`src/rtl/sram_mem_controller_if.sv`:
```
// -----------------------------------------------------------------------------
// sram_mem_controller_if
// Bundles the Mem-stage request bus and the board SRAM pins of the
// data-memory controller into one interface.
//
// Signals:
//   rd_en, wr_en   level requests from the Mem stage, held until ready
//   address        CPU byte address
//   write_data     store data
//   read_data      registered load result
//   ready          low while a transaction is in flight (pipeline freeze)
//   sram_addr      SRAM half-word address
//   sram_dq_out    SRAM write data
//   sram_dq_in     SRAM read data
//   sram_dq_oe     drive enable for the top-level tristate on the data bus
//   sram_we_n      SRAM write strobe, active low
//
// Modports:
//   master  request side (Mem stage) together with the SRAM device
//   slave   the controller itself
// -----------------------------------------------------------------------------
interface sram_mem_controller_if #(
   parameter int WORD_WIDTH      = 32,
   parameter int SRAM_DATA_WIDTH = WORD_WIDTH / 2,
   parameter int SRAM_ADDR_WIDTH = 18
);

   logic                       rd_en;
   logic                       wr_en;
   logic [WORD_WIDTH-1:0]      address;
   logic [WORD_WIDTH-1:0]      write_data;
   logic [WORD_WIDTH-1:0]      read_data;
   logic                       ready;
   logic [SRAM_ADDR_WIDTH-1:0] sram_addr;
   logic [SRAM_DATA_WIDTH-1:0] sram_dq_out;
   logic [SRAM_DATA_WIDTH-1:0] sram_dq_in;
   logic                       sram_dq_oe;
   logic                       sram_we_n;

   modport master (
      output rd_en,
      output wr_en,
      output address,
      output write_data,
      output sram_dq_in,
      input  read_data,
      input  ready,
      input  sram_addr,
      input  sram_dq_out,
      input  sram_dq_oe,
      input  sram_we_n
   );

   modport slave (
      input  rd_en,
      input  wr_en,
      input  address,
      input  write_data,
      input  sram_dq_in,
      output read_data,
      output ready,
      output sram_addr,
      output sram_dq_out,
      output sram_dq_oe,
      output sram_we_n
   );

endinterface

```
`src/rtl/sram_mem_controller.sv`:
```
// -----------------------------------------------------------------------------
// sram_mem_controller
// Sequences each 32-bit data-memory access from the Mem stage onto a 16-bit
// asynchronous SRAM as two half-word phases (low half first). Each phase is
// held for WAIT_CYCLES clocks; ready stays low until the DONE clock so the
// pipeline freezes for the whole transaction.
//
// Ports:
//   clk   system clock, rising edge
//   rst   asynchronous, active-high reset
//   bus   sram_mem_controller_if.slave: Mem-stage request/response signals
//         and the SRAM address/data/strobe pins
// -----------------------------------------------------------------------------
module sram_mem_controller #(
   parameter int          WORD_WIDTH      = 32,
   parameter int          SRAM_DATA_WIDTH = WORD_WIDTH / 2,
   parameter int          SRAM_ADDR_WIDTH = 18,
   parameter int unsigned MEM_BASE        = 1024,
   parameter int          WAIT_CYCLES     = 2
) (
   input logic                  clk,
   input logic                  rst,
   sram_mem_controller_if.slave bus
);

   typedef enum logic [1:0] {
      IDLE,
      LOW,
      HIGH,
      DONE
   } state_t;

   localparam int                   CNT_WIDTH = $clog2(WAIT_CYCLES);
   localparam logic [CNT_WIDTH-1:0] CNT_LAST  = CNT_WIDTH'(WAIT_CYCLES - 1);

   state_t                     state;
   state_t                     state_next;
   logic [CNT_WIDTH-1:0]       cnt;
   logic [CNT_WIDTH-1:0]       cnt_next;

   logic                       op_write;
   logic [SRAM_ADDR_WIDTH-2:0] word_addr;
   logic [WORD_WIDTH-1:0]      data_latched;
   logic [WORD_WIDTH-1:0]      read_data_reg;

   logic [WORD_WIDTH-1:0]      offset;
   logic                       start;
   logic                       last_cycle;
   logic                       half;
   logic                       unused_offset_bits;

   logic                       ready_c;
   logic [SRAM_ADDR_WIDTH-1:0] sram_addr_c;
   logic [SRAM_DATA_WIDTH-1:0] sram_dq_out_c;
   logic                       sram_dq_oe_c;
   logic                       sram_we_n_c;

   // Byte offset from the SRAM window base; addresses below the base simply
   // wrap around the half-word space. Byte-lane bits and the bits above the
   // SRAM word range are dropped.
   assign offset             = bus.address - WORD_WIDTH'(MEM_BASE);
   assign unused_offset_bits = ^{offset[WORD_WIDTH-1:SRAM_ADDR_WIDTH+1], offset[1:0]};

   assign start      = (state == IDLE) & (bus.rd_en | bus.wr_en);
   assign last_cycle = (cnt == CNT_LAST);
   assign half       = (state == HIGH);

   // State and wait-counter registers.
   always_ff @(posedge clk or posedge rst) begin
      if (rst) begin
         state <= IDLE;
         cnt   <= '0;
      end else begin
         state <= state_next;
         cnt   <= cnt_next;
      end
   end

   // Next-state logic: each half-word phase lasts WAIT_CYCLES clocks, and the
   // DONE clock is the single cycle on which the pipeline is allowed to move.
   always_comb begin
      state_next = state;
      cnt_next   = cnt;
      case (state)
         IDLE: begin
            cnt_next = '0;
            if (start) begin
               state_next = LOW;
            end
         end
         LOW: begin
            if (last_cycle) begin
               state_next = HIGH;
               cnt_next   = '0;
            end else begin
               cnt_next = cnt + 1'b1;
            end
         end
         HIGH: begin
            if (last_cycle) begin
               state_next = DONE;
               cnt_next   = '0;
            end else begin
               cnt_next = cnt + 1'b1;
            end
         end
         DONE: begin
            state_next = IDLE;
            cnt_next   = '0;
         end
         default: begin
            state_next = IDLE;
            cnt_next   = '0;
         end
      endcase
   end

   // Request capture: once a transaction starts, the Mem-stage inputs are no
   // longer looked at, so late changes or deassertion cannot abort it.
   // A simultaneous read and write is treated as a write.
   always_ff @(posedge clk or posedge rst) begin
      if (rst) begin
         op_write     <= 1'b0;
         word_addr    <= '0;
         data_latched <= '0;
      end else if (start) begin
         op_write     <= bus.wr_en;
         word_addr    <= offset[SRAM_ADDR_WIDTH:2];
         data_latched <= bus.write_data;
      end
   end

   // Read capture: each half is sampled on the last cycle of its phase, when
   // the asynchronous SRAM has had the full wait time to settle. Writes leave
   // the previous load result untouched.
   always_ff @(posedge clk or posedge rst) begin
      if (rst) begin
         read_data_reg <= '0;
      end else if (!op_write && last_cycle) begin
         if (state == LOW) begin
            read_data_reg[SRAM_DATA_WIDTH-1:0] <= bus.sram_dq_in;
         end else if (state == HIGH) begin
            read_data_reg[WORD_WIDTH-1:SRAM_DATA_WIDTH] <= bus.sram_dq_in;
         end
      end
   end

   // Output decode. The write strobe is released on the last cycle of each
   // phase so address and data are still stable when we_n rises.
   always_comb begin
      ready_c       = 1'b0;
      sram_addr_c   = '0;
      sram_dq_out_c = '0;
      sram_dq_oe_c  = 1'b0;
      sram_we_n_c   = 1'b1;
      case (state)
         IDLE: begin
            ready_c = ~bus.rd_en & ~bus.wr_en;
         end
         LOW, HIGH: begin
            sram_addr_c = {word_addr, half};
            if (op_write) begin
               sram_dq_oe_c  = 1'b1;
               sram_we_n_c   = last_cycle;
               sram_dq_out_c = half ? data_latched[WORD_WIDTH-1:SRAM_DATA_WIDTH]
                                    : data_latched[SRAM_DATA_WIDTH-1:0];
            end
         end
         DONE: begin
            ready_c = 1'b1;
         end
         default: begin
            ready_c = 1'b0;
         end
      endcase
   end

   assign bus.ready       = ready_c;
   assign bus.read_data   = read_data_reg;
   assign bus.sram_addr   = sram_addr_c;
   assign bus.sram_dq_out = sram_dq_out_c;
   assign bus.sram_dq_oe  = sram_dq_oe_c;
   assign bus.sram_we_n   = sram_we_n_c;

endmodule

```
`src/flat_wrapper.sv`:
```
// flat-port wrapper written by rule: the top's interface ports become plain ports
module sram_mem_controller_flat 
#(
   parameter int          WORD_WIDTH      = 32,
   parameter int          SRAM_DATA_WIDTH = WORD_WIDTH / 2,
   parameter int          SRAM_ADDR_WIDTH = 18,
   parameter int unsigned MEM_BASE        = 1024,
   parameter int          WAIT_CYCLES     = 2
)
  (clk, rst, bus_rd_en, bus_wr_en, bus_address, bus_write_data, bus_sram_dq_in, bus_read_data, bus_ready, bus_sram_addr, bus_sram_dq_out, bus_sram_dq_oe, bus_sram_we_n);
  sram_mem_controller_if #(.WORD_WIDTH(WORD_WIDTH), .SRAM_DATA_WIDTH(SRAM_DATA_WIDTH), .SRAM_ADDR_WIDTH(SRAM_ADDR_WIDTH)) bus_i ();
  input logic clk;
  input logic rst;
  input wire logic [$bits(bus_i.rd_en)-1:0] bus_rd_en;
  input wire logic [$bits(bus_i.wr_en)-1:0] bus_wr_en;
  input wire logic [$bits(bus_i.address)-1:0] bus_address;
  input wire logic [$bits(bus_i.write_data)-1:0] bus_write_data;
  input wire logic [$bits(bus_i.sram_dq_in)-1:0] bus_sram_dq_in;
  output wire logic [$bits(bus_i.read_data)-1:0] bus_read_data;
  output wire logic [$bits(bus_i.ready)-1:0] bus_ready;
  output wire logic [$bits(bus_i.sram_addr)-1:0] bus_sram_addr;
  output wire logic [$bits(bus_i.sram_dq_out)-1:0] bus_sram_dq_out;
  output wire logic [$bits(bus_i.sram_dq_oe)-1:0] bus_sram_dq_oe;
  output wire logic [$bits(bus_i.sram_we_n)-1:0] bus_sram_we_n;
  assign bus_i.rd_en = bus_rd_en;
  assign bus_i.wr_en = bus_wr_en;
  assign bus_i.address = bus_address;
  assign bus_i.write_data = bus_write_data;
  assign bus_i.sram_dq_in = bus_sram_dq_in;
  assign bus_read_data = bus_i.read_data;
  assign bus_ready = bus_i.ready;
  assign bus_sram_addr = bus_i.sram_addr;
  assign bus_sram_dq_out = bus_i.sram_dq_out;
  assign bus_sram_dq_oe = bus_i.sram_dq_oe;
  assign bus_sram_we_n = bus_i.sram_we_n;
  sram_mem_controller #(.WORD_WIDTH(WORD_WIDTH), .SRAM_DATA_WIDTH(SRAM_DATA_WIDTH), .SRAM_ADDR_WIDTH(SRAM_ADDR_WIDTH), .MEM_BASE(MEM_BASE), .WAIT_CYCLES(WAIT_CYCLES)) u_core (.clk(clk), .rst(rst), .bus(bus_i));
endmodule
```
`config.mk`:
```
export PLATFORM = sky130hd
export DESIGN_NAME = sram_mem_controller_flat
export DESIGN_NICKNAME = d
export VERILOG_FILES = /design/src/rtl/sram_mem_controller_if.sv /design/src/rtl/sram_mem_controller.sv /design/src/flat_wrapper.sv
export SDC_FILE = /design/constraint.sdc
export NUM_CORES = 1
export LEC_CHECK = 0
export ABC_AREA = 1
export CAP_MARGIN = 20
export CORE_ASPECT_RATIO = 0.9
export CORE_MARGIN = 1
export CORE_UTILIZATION = 44
export DETAILED_ROUTE_END_ITERATION = 10
export HOLD_SLACK_MARGIN = 0.15
export PLACE_DENSITY = 0.92
export REMOVE_ABC_BUFFERS = 1
export SLEW_MARGIN = 20
export SYNTH_ARGS = -nofsm -noshare
export SYNTH_HDL_FRONTEND = slang
export SYNTH_SLANG_ARGS = --single-unit
```
`constraint.sdc`:
```
create_clock -name clk -period 3.11 [get_ports clk]
set_input_delay 0.622 -clock clk [delete_from_list [all_inputs] [get_ports clk]]
set_output_delay 0.622 -clock clk [all_outputs]
set_load 0.02 [all_outputs]
```
==> flow_summary.yaml <==
detailed_routing:
  drt_iter0_drc: 140
  dr.pass1.iters: 5
  wl_um: 9450
  post-route-drc-count: 0
  ant_nets: 0
  viasPerCell: 4.72
  wl_per_cell_um: 12.7
  vias: 3514
sta:
  period_minus_slack_ps: 2950
  rsz0062_at_grt: "no"
  post-route-period-util: 0.948
  final_hold_viol_count: 0
  maxSlewViolCount: 0
  hold_slack_ps: 426
  fin_tns_setup_ps: 0
  setup_violations: 0
  max_freq_ghz: 0.339
  skew_ps: 13.5
  max_slew_margin: 0.376
  worstMarginPinSlew_ps: 933
worst_setup_path:
  crit_path_max_fanout: 9
  startpoint_type: "flip-flop"
  worstPathRequired_ps: 2490
  endpoint_kind: "primary output"
  r2r_slack_ps: 1280
  cp.arrival_ps: 2330
  critical_path_class: "reg2out"
synth:
  yosysTopAreaCell: "dfrtp_1"
  yosysMostFrequentCell: "nand2_1"
  syn_area_um2: 3890
  yosysUniqueCellTypes: 23
  synthArstFlopShare: 1.00
  synth_top_area_share: 0.547
  synth_top_cells_by_area: "dfrtp_1 (55%), nand2_1 (20%), inv_1 (5.0%)"
  synth_warnings: 0
  synthTopCellsByCount: "nand2_1 (205), dfrtp_1 (85), inv_1 (52)"
  synth_edf_count: 0
  yosysSeqAreaShare: 0.547
  synthFlopType: "dfrtp_1"
  synth-seq-cells: 85
  syn_inst: 488
  synth.avg_cell_area_um2: 7.97
clock_network:
  cts_setup_buffers: 0
  cts-root-buf: "clkbuf_8"
  cts_tree: "yes"
  clk_pin_slew_ps: 80
  cts_buffers: 9
  clock-sinks: 85
  clk_latency_ps: 340
  cts_htree_levels: 3
  cts_max_path_buffers: 2
worst_hold_path:
  hold_path_class: "reg2reg"
flow_run:
  cap_violations: 0
cells_and_area:
  fin_cells: 744
  syn_to_final_growth_pct: 43.0
  register_area_um2: 2130
  antenna_cells: 0
  multi_input_area_um2: 1430
  drive_gt1_frac: 0.0576
  fin_nets: 710
  fill_cells: 738
power_and_ir_drop:
  power.leakage_nw: 2.87
  ir_drop_mv: 0.736
  power_density_nw_per_um2: 1090
die:
  dieArea_um2: 9220
  ios: 153
  start_util: 0.454
  core.rowCount: 32
  coreArea_um2: 8570
  die_width_um: 101
  die_h_um: 91.2
placed_design:
  gp_congestion: 0.827
  dp_hpwl_um: 6760
  place_inst: 728
  placement.io_buffers: 137
grt:
  grt_use_total: 0.217
  grt_pass1_wl_um: 15800
  grt_pass1_vias: 3533
  grt_max_degree: 59
  grt.overflow.total: 0
  antenna_found_initial: 0
status:
  status: "complete, no violations"
## area by class of cell
cell class | count | area share
clock buffers | 11 | 0.0254
clock inverters | 5 | 0.0151
inverters | 54 | 0.0371
multi-input cells | 327 | 0.256
flip-flops and latches | 85 | 0.382
well taps | 119 | 0.0268
repair buffers | 143 | 0.257
## routing by layer
metal	up-vias	track usage	wire [um]
met5	-	0	0
met4	0	0.0821	223
met1	1631	0.274	4040
li1	1743	-	-
met2	118	0.366	4640
met3	22	0.0431	548
## path summary, 6_finish.rpt
path,end,cells after the start,start
min in group asynchronous,u_core.bus.read_data[22],2,rst
min reg2reg,u_core.cnt,1,u_core.cnt
max,bus_sram_dq_out[3],6,u_core.state[0]
max reg2reg,u_core.bus.read_data[12],4,u_core.state[1]
min,u_core.cnt,1,u_core.cnt
max in group asynchronous,u_core.bus.read_data[1],3,rst
## where the power goes
group          internal [mW]  switching, mW
combinational           1.37           1.85
clock                  0.476          0.380
sequential              1.66          0.310
## cells by family (layout without fill, tap and decap cells)
kind of cell | Yosys count | after routing | share of synthesized area
AOI/OAI and AO/OA | 49 | 49 | 0.0714
adders and majority gates | 6 | 6 | 0.0193
buffers and inverters | 76 | 213 | 0.0894
DFF | 85 | 85 | 0.547
and+or+nand+nor | 272 | 272 | 0.273
## critical path: stages, from the launching register on
cell             delay, ps
dfrtp_1                410
inv_1                  100
ha_1                   320
nand2_2                140
buf_4                  210
nor3_1                 180
clkdlybuf4s50_1        640
## placed cells by master (no fill, tap or decap), types with 3 or more instances in the layout
master / count
nand2_1: 204
clkdlybuf4s50_1: 133
dfrtp_1: 85
inv_1: 51
nor2_1: 42
o21ai_0: 24
nor3_1: 14
o21ai_1: 11
clkbuf_8: 10
o21ai_2: 6
nand3_1: 6
ha_1: 6
buf_4: 5
a31oi_1: 3
a21oi_1: 3
## timing repair
item | in CTS | in global routing
resized for setup | 2 | 3
hold buffers | 0 | 0
pin swaps | 0 | 0
endpoints found under the setup margin | 2 | 8
## metrics by stage
stage / util / power [mW] / setup WS [ps] / area (um2)
after detailed placement: 0.623 / 5.25 / 365 / 5340
after floorplan: - / 3.73 / 295 / 3750
after global routing: 0.650 / 6.52 / 15.5 / 5570
final: 0.650 / 6.05 / 162 / 5570
after CTS: 0.649 / 6.12 / 1.77 / 5560
after global placement: 0.623 / 5.10 / 380 / 5340
No activity file was read; power rests on OpenSTA's default activity.
==> variant (same settings) <==
Re-encode `state_t` (4 states) as Gray code, 2 bits wide.
--- a/src/rtl/sram_mem_controller.sv
+++ b/src/rtl/sram_mem_controller.sv
@@ -26,6 +26,6 @@
    typedef enum logic [1:0] {
-      IDLE,
-      LOW,
-      HIGH,
-      DONE
+      IDLE = 2'b00,
+      LOW  = 2'b01,
+      HIGH = 2'b11,
+      DONE = 2'b10
    } state_t;
Function: no difference found for any inputs over 10 cycles, from zero or initial values and one cycle with rst high; not proved beyond that.
==> variant against the original RTL <==
- non-clock buffer count fell by 3
- clock skew shrank 1.6 ps
- critical path type unchanged
- global-route usage down 0.23 points
- sequential cell count is the same
- combinational power decreased by 10%
- worst setup slack improved by 59 ps
- power decreased by 6.9%
- area after synthesis grew 0.90%
- routed wire length down 3.0%
- cell count fell by 2.4%
- design area down 0.67%
- register-to-register slack got worse by 210 ps
==> variant: results (changes against the original RTL) <==
metric	value	unit	change
dominant cells by area after synthesis	dfrtp_1, nand2_1, o21ai_2, inv_1, o21ai_0		
Mean Syn Cell Area	8.32	µm²	+4.3%
grt met3 use	3.05	%	-1.3 points
Non-clock buffer share	25.4	%	-0.28 points
largest net degree at the start of global routing	54		-8.5%
GRT Resource Usage Total	21.5	%	-0.23 points
worst vdd ir	0.513	mV	-30%
layout cells sized above 1	9.88	%	+4.1 points
adder-cell share of the synthesized area	0.319	%	-1.6 points
status	completed		
Clock buf/inv share	3.64	%	-0.40 points
skew final	12.0	ps	-1.57 ps
metal1 wirelength	3910	µm	-3.1%
placement-stage cell area	5320	µm²	-0.28%
combinational fraction of design power	51.4	%	-1.9 points
Synth Flop Type	dfrtp_1		
vias	3388		-3.6%
Non-Clock Inverter Count	57		+5.6%
Combinational Power	0.00289	W	-10%
R2R setup slack	1070	ps	-210 ps
met2 usage	37.3	%	+0.77 points
pre-CTS worst setup slack	378	ps	+12.8 ps
fraction of area in multi-input gates	25.8	%	+0.15 points
DRT iter0 DRCs	146		+4.3%
Layout fillers	717		-2.8%
first-pass GRT wire length	15700	µm	-0.70%
CTS resizes	0		-2
worst r2r src	u_core.state[0]		
CP Max Fanout	18		+9
Slew @ Worst Pin	831	ps	-102 ps
worst path arrival time	2270	ps	-60 ps
GR Util met1	27.6	%	+0.19 points
register area share after synthesis	54.2	%	-0.49 points
drt total wl	9170	µm	-3.0%
FF-to-FF path depth	6		+2
routed wl met2	4790	µm	+3.2%
Worst-path clk slew	80	ps	about the same
HPWL after DPL	6620	µm	-2.0%
Inst Count DP	710		-2.5%
WHS	465	ps	+39.5 ps
Leak	2.75	nW	-4.3%
routability cong.	0.810		-2.0%
top post-synthesis cells by count	nand2_1, dfrtp_1, inv_1		
P_clk	0.000783	W	-8.5%
reg-to-reg endpoint	u_core.bus.read_data[1]		
Plain + repair buffers	140		-2.1%
post-synthesis xor/xnor area fraction	0.223	%	+0.22 points
WL per Instance	12.6	µm	-0.57%
met3 wire len	364	µm	-34%
Seq area share	38.5	%	+0.26 points
DR pass1 iterations	4		-1
Seq cells	85		unchanged
Internal	0.00329	W	-6.1%
Nets	687		-3.2%
Compound-Gate Fraction of Synth Area	12.0	%	+4.9 points
[variant: cell count changes after synthesis, sizes merged, moves of 2 or more]
cell	unedited run	this run
ha	6	1
nand2	206	196
nor3	14	1
nand3	6	9
a21oi	3	8
a31oi	3	0
o21ai	42	61
inv	54	56
buf	22	20
nor2	44	29
[variant: worst max-delay path by stage]
| stage | startpoint | endpoint | slack (ps) | cells after the start |
|---|---|---|---|---|
| 2_1_floorplan | rst | u_core.bus.read_data[0] | 290 | 1 |
| 6_report | u_core.state[0] | bus_sram_dq_out[2] | 220 | 5 |
| 4_1_cts | u_core.state[0] | bus_sram_dq_out[13] | 10 | 5 |
| 3_5_place_dp | bus_wr_en | bus_ready | 380 | 4 |
| 3_3_place_gp | bus_wr_en | bus_ready | 420 | 4 |
| 5_1_grt | u_core.state[0] | bus_sram_dq_out[2] | 50 | 5 |
